File: src/rtl/id_frame_collector.sv
// Collects the nine per-state digits from the ID sequencer into one ID word and
// flags completed frames and out-of-order state jumps. Optional macro: ID_CHECK_EN.
module id_frame_collector #(
  parameter int NUM_DIGITS = 9
`ifdef ID_CHECK_EN
  , parameter logic [4*NUM_DIGITS-1:0] EXPECTED_ID = 36'h501085972
`endif
) (
  input  logic                    clk,
  input  logic                    reset,
  input  logic [3:0]              state_in,
  input  logic [3:0]              digit_in,
  output logic [4*NUM_DIGITS-1:0] id_word,
  output logic                    frame_valid,
  output logic                    seq_error,
  output logic [3:0]              digit_count,
  output logic                    busy
`ifdef ID_CHECK_EN
  , output logic                  id_match
`endif
);

  localparam int         W         = 4 * NUM_DIGITS;
  localparam logic [3:0] LAST_SLOT = 4'(NUM_DIGITS - 1);
  localparam logic [3:0] INVALID   = 4'b1110;

  typedef enum logic {IDLE, COLLECT} state_t;

  state_t         state_q;
  logic [3:0]     prev_q;
  // Holds at most the first NUM_DIGITS-1 digits; the last digit goes straight to id_word.
  logic [W-5:0]   asm_q;
  logic [W-1:0]   id_word_q;
  logic           frame_valid_q;
  logic           seq_error_q;
  logic [3:0]     digit_count_q;
  logic           busy_q;
  logic           evt;
  logic [W-1:0]   word_d;
`ifdef ID_CHECK_EN
  logic           id_match_q;
`endif

  // NOTE: every signal written in always_comb gets a value on every path, so no latch is inferred.
  always_comb begin
    evt    = (state_in != prev_q);
    word_d = {asm_q, digit_in};
  end

  // NOTE: state registers use non-blocking assignments so all of them update together on the edge.
  always_ff @(posedge clk or posedge reset) begin
    if (reset) begin
      state_q       <= IDLE;
      prev_q        <= INVALID;
      asm_q         <= '0;
      id_word_q     <= '0;
      frame_valid_q <= 1'b0;
      seq_error_q   <= 1'b0;
      digit_count_q <= 4'd0;
      busy_q        <= 1'b0;
`ifdef ID_CHECK_EN
      id_match_q    <= 1'b0;
`endif
    end else begin
      prev_q        <= state_in;
      frame_valid_q <= 1'b0;
      seq_error_q   <= 1'b0;
      if (evt) begin
        case (state_q)
          IDLE: begin
            if (state_in == 4'd0) begin
              asm_q         <= (W-4)'(digit_in);
              digit_count_q <= 4'd1;
              busy_q        <= 1'b1;
              state_q       <= COLLECT;
            end
          end
          COLLECT: begin
            if (state_in == digit_count_q) begin
              if (digit_count_q == LAST_SLOT) begin
                id_word_q     <= word_d;
                frame_valid_q <= 1'b1;
                asm_q         <= '0;
                digit_count_q <= 4'd0;
                busy_q        <= 1'b0;
                state_q       <= IDLE;
`ifdef ID_CHECK_EN
                id_match_q    <= (word_d == EXPECTED_ID);
`endif
              end else begin
                asm_q         <= word_d[W-5:0];
                digit_count_q <= digit_count_q + 4'd1;
              end
            end else begin
              // Out-of-order jump: discard the partial frame; a jump to 0 restarts at once.
              seq_error_q <= 1'b1;
              if (state_in == 4'd0) begin
                asm_q         <= (W-4)'(digit_in);
                digit_count_q <= 4'd1;
              end else begin
                asm_q         <= '0;
                digit_count_q <= 4'd0;
                busy_q        <= 1'b0;
                state_q       <= IDLE;
              end
            end
          end
          default: state_q <= IDLE;
        endcase
      end
    end
  end

  assign id_word     = id_word_q;
  assign frame_valid = frame_valid_q;
  assign seq_error   = seq_error_q;
  assign digit_count = digit_count_q;
  assign busy        = busy_q;
`ifdef ID_CHECK_EN
  assign id_match    = id_match_q;
`else
  // Default build carries no reference comparator.
`endif

endmodule

File: config.mk
export PLATFORM = sky130hd
export DESIGN_NAME = id_frame_collector
export DESIGN_NICKNAME = d
export VERILOG_FILES = /design/src/rtl/id_frame_collector.sv
export SDC_FILE = /design/constraint.sdc
export NUM_CORES = 1
export LEC_CHECK = 0
export CORE_ASPECT_RATIO = 0.7
export CORE_MARGIN = 4
export CORE_UTILIZATION = 45
export DETAILED_ROUTE_END_ITERATION = 10
export PLACE_DENSITY = 0.8
export SKIP_CTS_REPAIR_TIMING = 1
export SLEW_MARGIN = 25
export SYNTH_ARGS = -nofsm -noshare
export SYNTH_HDL_FRONTEND = slang
export SYNTH_SLANG_ARGS = --single-unit
File: constraint.sdc
create_clock -name clk -period 4.1 [get_ports clk]
set_input_delay 1.025 -clock clk [delete_from_list [all_inputs] [get_ports clk]]
set_output_delay 1.025 -clock clk [all_outputs]
set_load 0.01 [all_outputs]
==> After elaboration in Yosys (flattened, before gate mapping) <==
Cells that the tools add are included.
{ "word_totals": {"word_cells": 46, "out_inout_bits": 43, "register_bits": 80, "in_bits": 10} }
{ "classes": {"bitwise_logic": 1, "n_eq_ne": 6, "n_reduce_logical": 4, "n_addsub": 1, "muxes": 26} }
{ "ops": {"columns": ["operator", "n"], "rows": [
  ["2-to-1 mux 32 bit", 3],
  ["case mux 32 bit (2 select lines)", 1],
  ["2-to-1 mux 4 bit", 4],
  ["2-to-1 mux 1 bit", 15],
  ["case mux 4 bit (2 select lines)", 1],
  ["AND reduction 4 bit", 2],
  ["adder 4 x 1 -> 4 bit (second input constant)", 1],
  ["== test 4 bit", 1],
  ["== test 4 bit (second input constant)", 1],
  ["zero test 4 bit", 1],
  ["!= test 4 bit", 1],
  ["case mux 1 bit (2 select lines)", 2],
  ["!= test 3 x 2 -> 1 bit (second input constant)", 1],
  ["!= test 3 bit (second input constant)", 1],
  ["!= test 2 bit (second input constant)", 1],
  ["AND reduction 2 bit", 1],
  ["NOT 1 bit", 1]
]} }

==> Depth between registers and ports, before layout <==
{ "depth": {"word_depth": 5, "mapped_depth": 7} }

==> Least setup slack after synthesis <==
No wires, ideal clock.
{ "synth_timing": {"path_kind": "input port to flip-flop", "startpoint": "input port state_in[1]", "endpoint": "register id_word_q[10] (netlist: id_word[10])", "path_buffers": 2, "cell_stages": 6, "slack_ps": 1671, "t_arrival_ps": 2302, "setup_time_ps": 127, "path_cell_list": "xnor2_1 nand4_1 nor3_2 buf_4 buf_8 mux2_1"} }
{ "synth_via": {"elab_chain_len": 2, "word_cells_on_any_way": 3, "cone_classes": "2 x eq/ne; 1 x reduce/logical"} }
{ "synth_rtl": {"columns": ["element", "line", "text"], "rows": [
  ["start, declared", "11", "input logic [3:0] state_in,"],
  ["!= test 4 bit / == test 4 bit (equally long branches)", "46, 79", null],
  ["AND reduction 4 bit (no source line) (*)", null, null],
  ["end signal, assigned", "81", "id_word_q <= word_d;"],
  ["end, declared", "33", "logic [W-1:0] id_word_q;"]
]} }
Every way passes the cells marked *; elsewhere a longest branch is shown, timed or not.
A chain may end at the register's enable or synchronous reset.

==> Worst setup path in the final report <==
{ "layout_timing": {"startpoint": "input port state_in[2]", "endpoint": "register id_word_q[5] (netlist: id_word[5])"} }
Same word-level chain as after synthesis.

==> flow_summary.ini <==
[floorplan]
die_x_microns = 108
dieHeight_microns = 78.1
placeableCoreArea_sq_mm = 0.00679
dieArea_sq_mm = 0.00844
rows = 25
ioPinCount = 53
start_util_pct = 46.5

[sta]
worst_slew_pin_slew_ns = 0.661
skew_ns = 0.0103
period_share_pct = 75.2
rsz0062_at_grt = no
drv_slew = 0
fmax_mhz = 324
setup_viol = 0
tns_ns = 0
relSlewSlack_pct = 55.8
whs_ns = 0.490
hold_violations = 0
post-route-min-period_ns = 3.08

[cells_and_area]
syn2layout_area_growth_pct = 24.8
num_antenna_cells = 0
ff_latch_area_sq_mm = 0.00201
fill_cells = 553
drive_gt1_share_pct = 16.1
final_cell_area_sq_mm = 0.00394
multi_input_area_sq_mm = 0.00105
fin_nets = 281

[outcome]
status = completed

[synth]
synth-compound-area-share_pct = 11.9
async_flop_share_pct = 100
synth_xor_xnor_area_share_pct = 2.22
yosysSeqAreaShare_pct = 63.5
synthAdderAreaFrac_pct = 0.792
syn_area_sq_mm = 0.00316
synth_top_flop_cell = dfrtp_1
synth-edff-count = 0
netlist_top_cells_count = 77 x dfrtp_1, 29 x a22o_1, 20 x mux2_1
netlist.area_leader.share_pct = 61.0
avgSynthCellArea_sq_um = 14.9
netlist_instances = 212
synth_top_family_by_area = multiplexers
syn-num-nets = 224
synth_most_common_cell = dfrtp_1
synthSimpleGateAreaFrac_pct = 4.79
yosys_warnings = 0
synth_top_area_cell = dfrtp_1
synth_area_leaders = dfrtp_1 61%, a22o_1 8.0%, mux2_1 7.1%
synthMuxAreaShare_pct = 13.2
synth.distinct_cells = 36
ys_seq_elements = 80

[global_route]
grt_max_degree = 40
overflow = 0
antenna_found_initial = 0
grt_first_pass_wirelength_mm = 10.6
grt_pass1_vias = 2018
grt_use_total_pct = 16.3

[detailed_routing]
routedWlPerCell_microns = 16.9
viasPerCell = 5.36
drtIter0Drc = 99
routed_wl_mm = 6.22
first_pass_iters = 4
dr_total_vias = 1973
ant_nets = 0
drc = 0

[clocking]
clk_pin_slew_worst_paths_ns = 0.08
cts_tree = yes
numClockSinks = 80
clk_path_buf_depth = 2
cts-root-buf = clkbuf_8
clk_latency_ns = 0.35
cts_buffers = 9
cts.htree.levels = 3

[pwr]
ir_drop_mv = 0.202
cellPowerDensity_mw_per_mm2 = 381
p_leak_nw = 1.85

[setup_path]
critPathKind = input pin to flop
startpoint_type = input pin
critPathCaptureType = flop
cp.required_ns = 4.33
crit_arrival_ns = 3.31
path_max_fanout = 38

[placement]
port_buffers = 52
placed_area_sq_mm = 0.00375
place.gp.congestion = 0.825
post-dp-hpwl_mm = 4.17

[run]
maxCapViolCount = 0

[hold_path]
min_path_type = flop to flop
==> critical path, stage by stage <==
cell and delay [ns]:
clkdlybuf4s50_1 0.51, xnor2_1 0.28, nand4_1 0.37, nor3_4 0.25
buf_4 0.45, mux2_2 0.40
==> area by class of cell <==
type | count | area share (%)
Clock buffer | 10 | 3.49
Clock inverter | 6 | 1.49
Inverter | 5 | 0.508
Multi-Input combinational cell | 117 | 26.7
Sequential cell | 80 | 50.9
Tap cell | 94 | 2.98
Timing Repair Buffer | 56 | 14.0
==> sequential cells by signal, summed over array words and instances, names as in the netlist <==
signal and flops:
seq_error 1, asm_q 32, id_word 36, state_q 1, frame_valid 1, prev_q 4, digit_count 4, busy 1
==> logic make-up (layout without fill, tap and decap cells) <==
kind of cell / count (synthesis) / count (layout)
adder cells (fa/ha/maj): 2 / 2
XOR/XNOR: 8 / 8
buffers and inverters: 15 / 77
AND/OR/NAND/NOR: 26 / 26
AO/OA/AOI/OAI: 44 / 44
flip-flops: 80 / 80
multiplexers: 37 / 37
==> layer usage <==
metal | vias up | wire length [microns] | track usage (%)
li1 | 913 | - | -
met1 | 1002 | 3030 | 23.2
met2 | 52 | 2780 | 23.4
met3 | 6 | 361 | 6.08
met4 | 0 | 51 | 5.17
met5 | - | 0 | 0
==> metrics by stage <==
| step | power [W] | setup WS, ns | util (%) | instances |
|---|---|---|---|---|
| 2_1_floorplan | 0.000902 | 1.03 | - | 212 |
| 4_1_cts | 0.00152 | 1.07 | 58.1 | 368 |
| 5_1_grt | 0.00157 | 0.835 | 58.1 | 368 |
| 6_report | 0.00150 | 1.02 | 58.1 | 368 |
| 3_3_place_gp | 0.000944 | 0.748 | 55.2 | 352 |
| 3_5_place_dp | 0.000947 | 0.685 | 55.2 | 352 |
==> worst paths after layout <==
| check | start | end | slack, ns | depth (start not counted) |
|---|---|---|---|---|
| setup / recovery | state_in[2] | id_word[5] | 1.02 | 6 |
| hold / removal | id_word[25] | id_word[25] | 0.49 | 1 |
| setup reg to reg | digit_count[2] | id_word[5] | 1.73 | 5 |
| hold reg to reg | id_word[25] | id_word[25] | 0.49 | 1 |
| max in group asynchronous | reset | prev_q[2] | 2.32 | 3 |
| min in group asynchronous | reset | id_word[35] | 0.96 | 2 |
==> cells in the final DEF (no fill, tap or decap), types with 2 or more instances in the layout <==
| cell | instances |
|---|---|
| nor2_1 | 3 |
| inv_1 | 4 |
| clkinv_2 | 5 |
| xnor2_1 | 8 |
| dfstp_2 | 3 |
| ha_1 | 2 |
| and4_1 | 2 |
| mux2_1 | 20 |
| nand4_1 | 2 |
| a22o_1 | 29 |
| nand3_1 | 6 |
| clkbuf_8 | 10 |
| mux2_2 | 17 |
| dfrtp_1 | 77 |
| nand2_1 | 5 |
| clkdlybuf4s50_1 | 52 |
| o2bb2ai_1 | 4 |
| buf_4 | 4 |
| o311ai_0 | 2 |
==> power breakdown <==
group | switching (W) | total (W) | leakage (nW) | internal (W)
sequential | 0.0000203 | 0.000830 | 1.09 | 0.000810
clock | 0.000276 | 0.000571 | 0.106 | 0.000295
combinational | 0.0000577 | 0.000101 | 0.652 | 0.0000435
total | 0.000354 | 0.00150 | 1.85 | 0.00115
Note: power is estimated with default switching activity, not from simulation.
